==> src/rtl/aes_round_ctrl.sv <==
// AES round sequencer: one-hot FSM driving the external round counter and the
// per-round datapath controls (initial/final select, load enable, rcon).
module aes_round_ctrl #(
    parameter int unsigned NR = 10,
    parameter int unsigned CW = 4
) (
    input  logic          clk,
    input  logic          reset,
    input  logic          start,
    input  logic [CW-1:0] round_q,
    output logic          cnt_en,
    output logic          cnt_clr,
    output logic          round_en,
    output logic          sel_init,
    output logic          sel_final,
    output logic [7:0]    rcon,
    output logic          ready,
    output logic          done
);

    // Bit positions within the one-hot state vector.
    typedef enum logic [2:0] {
        S_IDLE  = 3'd0,
        S_INIT  = 3'd1,
        S_ROUND = 3'd2,
        S_FINAL = 3'd3,
        S_DONE  = 3'd4
    } state_idx_t;

    localparam logic [CW-1:0] LAST_ROUND = CW'(NR - 1);

    logic [4:0]  state;
    logic [4:0]  state_next;
    logic [31:0] round_ext;

    always_ff @(posedge clk or posedge reset) begin
        if (reset) begin
            state         <= '0;
            state[S_IDLE] <= 1'b1;
        end else begin
            state <= state_next;
        end
    end

    // DONE and any vector with no recognised bit fall back to IDLE.
    always_comb begin
        state_next = '0;
        if (state[S_IDLE]) begin
            if (start) state_next[S_INIT] = 1'b1;
            else       state_next[S_IDLE] = 1'b1;
        end else if (state[S_INIT]) begin
            state_next[S_ROUND] = 1'b1;
        end else if (state[S_ROUND]) begin
            if (round_q >= LAST_ROUND) state_next[S_FINAL] = 1'b1;
            else                       state_next[S_ROUND] = 1'b1;
        end else if (state[S_FINAL]) begin
            state_next[S_DONE] = 1'b1;
        end else begin
            state_next[S_IDLE] = 1'b1;
        end
    end

    assign ready     = state[S_IDLE];
    assign cnt_clr   = state[S_IDLE];
    assign sel_init  = state[S_INIT];
    assign sel_final = state[S_FINAL];
    assign done      = state[S_DONE];
    assign cnt_en    = state[S_INIT] | state[S_ROUND];
    assign round_en  = state[S_INIT] | state[S_ROUND] | state[S_FINAL];

    assign round_ext = 32'(round_q);

    always_comb begin
        rcon = 8'h00;
        case (round_ext)
            32'd1:   rcon = 8'h01;
            32'd2:   rcon = 8'h02;
            32'd3:   rcon = 8'h04;
            32'd4:   rcon = 8'h08;
            32'd5:   rcon = 8'h10;
            32'd6:   rcon = 8'h20;
            32'd7:   rcon = 8'h40;
            32'd8:   rcon = 8'h80;
            32'd9:   rcon = 8'h1B;
            32'd10:  rcon = 8'h36;
            default: rcon = 8'h00;
        endcase
    end

endmodule

==> config.mk <==
export PLATFORM = sky130hd
export DESIGN_NAME = aes_round_ctrl
export DESIGN_NICKNAME = d
export VERILOG_FILES = /design/src/rtl/aes_round_ctrl.sv
export SDC_FILE = /design/constraint.sdc
export NUM_CORES = 1
export LEC_CHECK = 0
export CORE_AREA = 3 3 40 42
export DETAILED_ROUTE_END_ITERATION = 7
export DIE_AREA = 0 0 43 45
export GPL_ROUTABILITY_DRIVEN = 1
export SETUP_SLACK_MARGIN = 0.4
export SYNTH_ARGS = -nofsm -noshare
export SYNTH_HDL_FRONTEND = slang
export SYNTH_SLANG_ARGS = --single-unit
export TNS_END_PERCENT = 1
==> constraint.sdc <==
create_clock -name clk -period 1.4 [get_ports clk]
set_input_delay 0.35 -clock clk [delete_from_list [all_inputs] [get_ports clk]]
set_output_delay 0.35 -clock clk [all_outputs]
set_load 0.03 [all_outputs]
==> impl_metrics.env <==
export IMPL_outcome="finished with violations"
export IMPL_violations="setup timing"
export IMPL_synthCells=37
export IMPL_hold_viol_final=0
export IMPL_ys_ff_latch=5
export IMPL_routed_top_layer="met4"
export IMPL_first_iter_violations=5
export IMPL_htreeDepth=1
export IMPL_finalPower_mw=0.928
export IMPL_max_slew_margin_pct=86.3
export IMPL_start_kind="input pin"
export IMPL_ys_warn_count=0
export IMPL_coreArea_sq_mm=0.00128
export IMPL_first_pass_iters=4
export IMPL_nFillCells=107
export IMPL_multi_input_area_sq_um=315
export IMPL_cts_hold_buf=0
export IMPL_clock_latency_ns=0.25
export IMPL_timing_final_crit_share_pct=109
export IMPL_synth_area_sq_um=372
export IMPL_finalMaxSlewViolations=0
export IMPL_syn_to_final_growth_pct=131
export IMPL_io_pins=22
export IMPL_ys_flop_type="dfrtp_1"
export IMPL_met1_length_microns=487
export IMPL_finalCriticalPeriod_ns=1.53
export IMPL_wl_per_cell_microns=13.7
export IMPL_peakVddDrop_mv=0.662
export IMPL_globalplace_congestion=0.647
export IMPL_synth_top_cell_area_share_pct=26.9
export IMPL_critical_path_class="in2out"
export IMPL_holdCritPathClass="in2async"
export IMPL_clockRootBuffer="clkbuf_4"
export IMPL_drv_cap=0
export IMPL_clk_pin_slew_ns=0.05
export IMPL_io_buffers=21
export IMPL_fin_cells=90
export IMPL_wl_mm=1.23
export IMPL_grt_use_total_pct=13.2
export IMPL_fin_worst_skew_ns=0.00392
export IMPL_die_area_sq_mm=0.00194
export IMPL_cp_arrival_ns=1.18
export IMPL_reg_top3="state x5"
export IMPL_synth_top_area_cell="dfrtp_1"
export IMPL_layout_setup_ws_ns=-0.127
export IMPL_finalSetupTns_ns=-0.640
export IMPL_synth_area_leaders="dfrtp_1 27%, ha_1 17%, mux2i_1 8.1%"
export IMPL_die_h_microns=45
export IMPL_vias=426
export IMPL_hpwl_microns=837
export IMPL_rsz0062_at_grt="true"
export IMPL_start_util_pct=28.9
export IMPL_postSynthAreaPerCell_sq_um=10.0
export IMPL_vias_per_cell=4.73
export IMPL_overflow=0
export IMPL_first_global_vias=433
export IMPL_tightest_slew_ns=0.200
export IMPL_leakage_nw=0.415
export IMPL_critical_path_endpoint_type="primary output"
export IMPL_p_per_area_mw_per_mm2=1080
export IMPL_ys_seq_area_share_pct=34.0
export IMPL_setup_viol=8
export IMPL_n_antenna_cell=0
export IMPL_cts_sinks=5
export IMPL_required_ns=1.05
export IMPL_drc=0
export IMPL_synth_most_common_cell="ha_1"
export IMPL_die_w_microns=43
export IMPL_wl_met3_microns=82
export IMPL_grt_max_degree=7
export IMPL_grt_pass1_wl_mm=1.90
export IMPL_antenna_found_initial=0
export IMPL_cp_max_fo=3
export IMPL_placed_cells=85
export IMPL_dr_wl_met2_microns=650
export IMPL_ys_types=19
export IMPL_synth_async_reset_ratio_pct=100
export IMPL_fmax_ghz=0.655
export IMPL_drive_above_1_share_pct=78.7
export IMPL_num_nets_final=88
export IMPL_regMostFlops="state"
export IMPL_synth_top_cells_by_count="5 x ha_1, 4 x dfrtp_1, 4 x inv_1, 3 x and2_1, 3 x mux2i_1"
export IMPL_cts_buffers=3
export IMPL_num_rows=13
export IMPL_ant_nets=0
export IMPL_synth_fp_nets=49
export IMPL_largest_reg_flops=5
export IMPL_synth_edff_count=0
export IMPL_ctsLongestPathBuffers=2
export IMPL_cts_tree="yes"
export IMPL_seqCellArea_sq_um=126
[per-layer routing]
metal  GRT usage (%)  up-vias
li1                -      204
met5               0        -
met1            14.9      204
met4            4.82        0
met2            24.0       16
met3            3.59        2
[layout make-up]
class	instances	area share, %
clock inverters	1	0.582
clock buffers	3	2.62
flip-flops and latches	5	14.7
multi-input cells	26	36.7
repair buffers	35	38.7
well taps	15	2.18
inverters	5	4.51
[cells by family (layout without fill, tap and decap cells)]
group	Yosys count	in the layout	synth area share, %
compound gates	4	4	9.43
fa+ha+maj	5	5	16.8
buf+inv	6	44	7.07
flops	5	5	34.0
mux	3	3	8.08
simple gates	14	14	24.6
[layout by cell type, fill, tap and decap left out, types with 2 or more instances in the layout]
| cell | n |
|---|---|
| nor2b_2 | 2 |
| a22o_1 | 2 |
| mux2i_1 | 2 |
| clkbuf_4 | 3 |
| and2_4 | 2 |
| buf_4 | 15 |
| ha_4 | 3 |
| clkdlybuf4s50_1 | 2 |
| dfrtp_1 | 4 |
| nor2_2 | 2 |
| inv_1 | 2 |
| buf_6 | 16 |
| ha_2 | 2 |
[power breakdown]
group | internal (mW) | switching (mW)
registers | 0.180 | 0.0314
clock network | 0.104 | 0.0670
logic | 0.280 | 0.266
[worst paths after layout]
path,endpoint,cells after the start,from,slack (ns)
min,state[2]$_DFF_PP0_,2,reset,0.31
max reg2reg,state[4]$_DFF_PP0_,4,state[2]$_DFF_PP0_,0.24
max in group asynchronous,state[0]$_DFF_PP1_,2,reset,0.84
max,rcon[2],6,round_q[1],-0.13
min reg2reg,state[1]$_DFF_PP0_,1,state[0]$_DFF_PP1_,0.58
min in group clk,state[3]$_DFF_PP0_,4,round_q[3],0.51
[worst max-delay path, cell delays in order]
cell and delay (ns):
buf_4 0.15, buf_4 0.13, ha_2 0.17, mux2i_1 0.18
nor2_2 0.06, buf_6 0.14
[through the flow]
stage               utilization (%)  cell area [sq um]  hold WS [ns]  setup WS (ns)
global placement               54.7                703         0.554         -0.561
global route                   66.9                860         0.331         -0.183
floorplan                         -                412         0.128         0.0754
detailed placement             54.7                703         0.553         -0.588
CTS                            63.4                815         0.310         -0.120
finish                         66.9                860         0.312         -0.127
[repair_timing]
item                       CTS  global route
resized for setup           68             8
pin swaps                    8             5
setup endpoints to repair   19            19
setup buffers                0             1
Power figures use the tool's default switching activity.
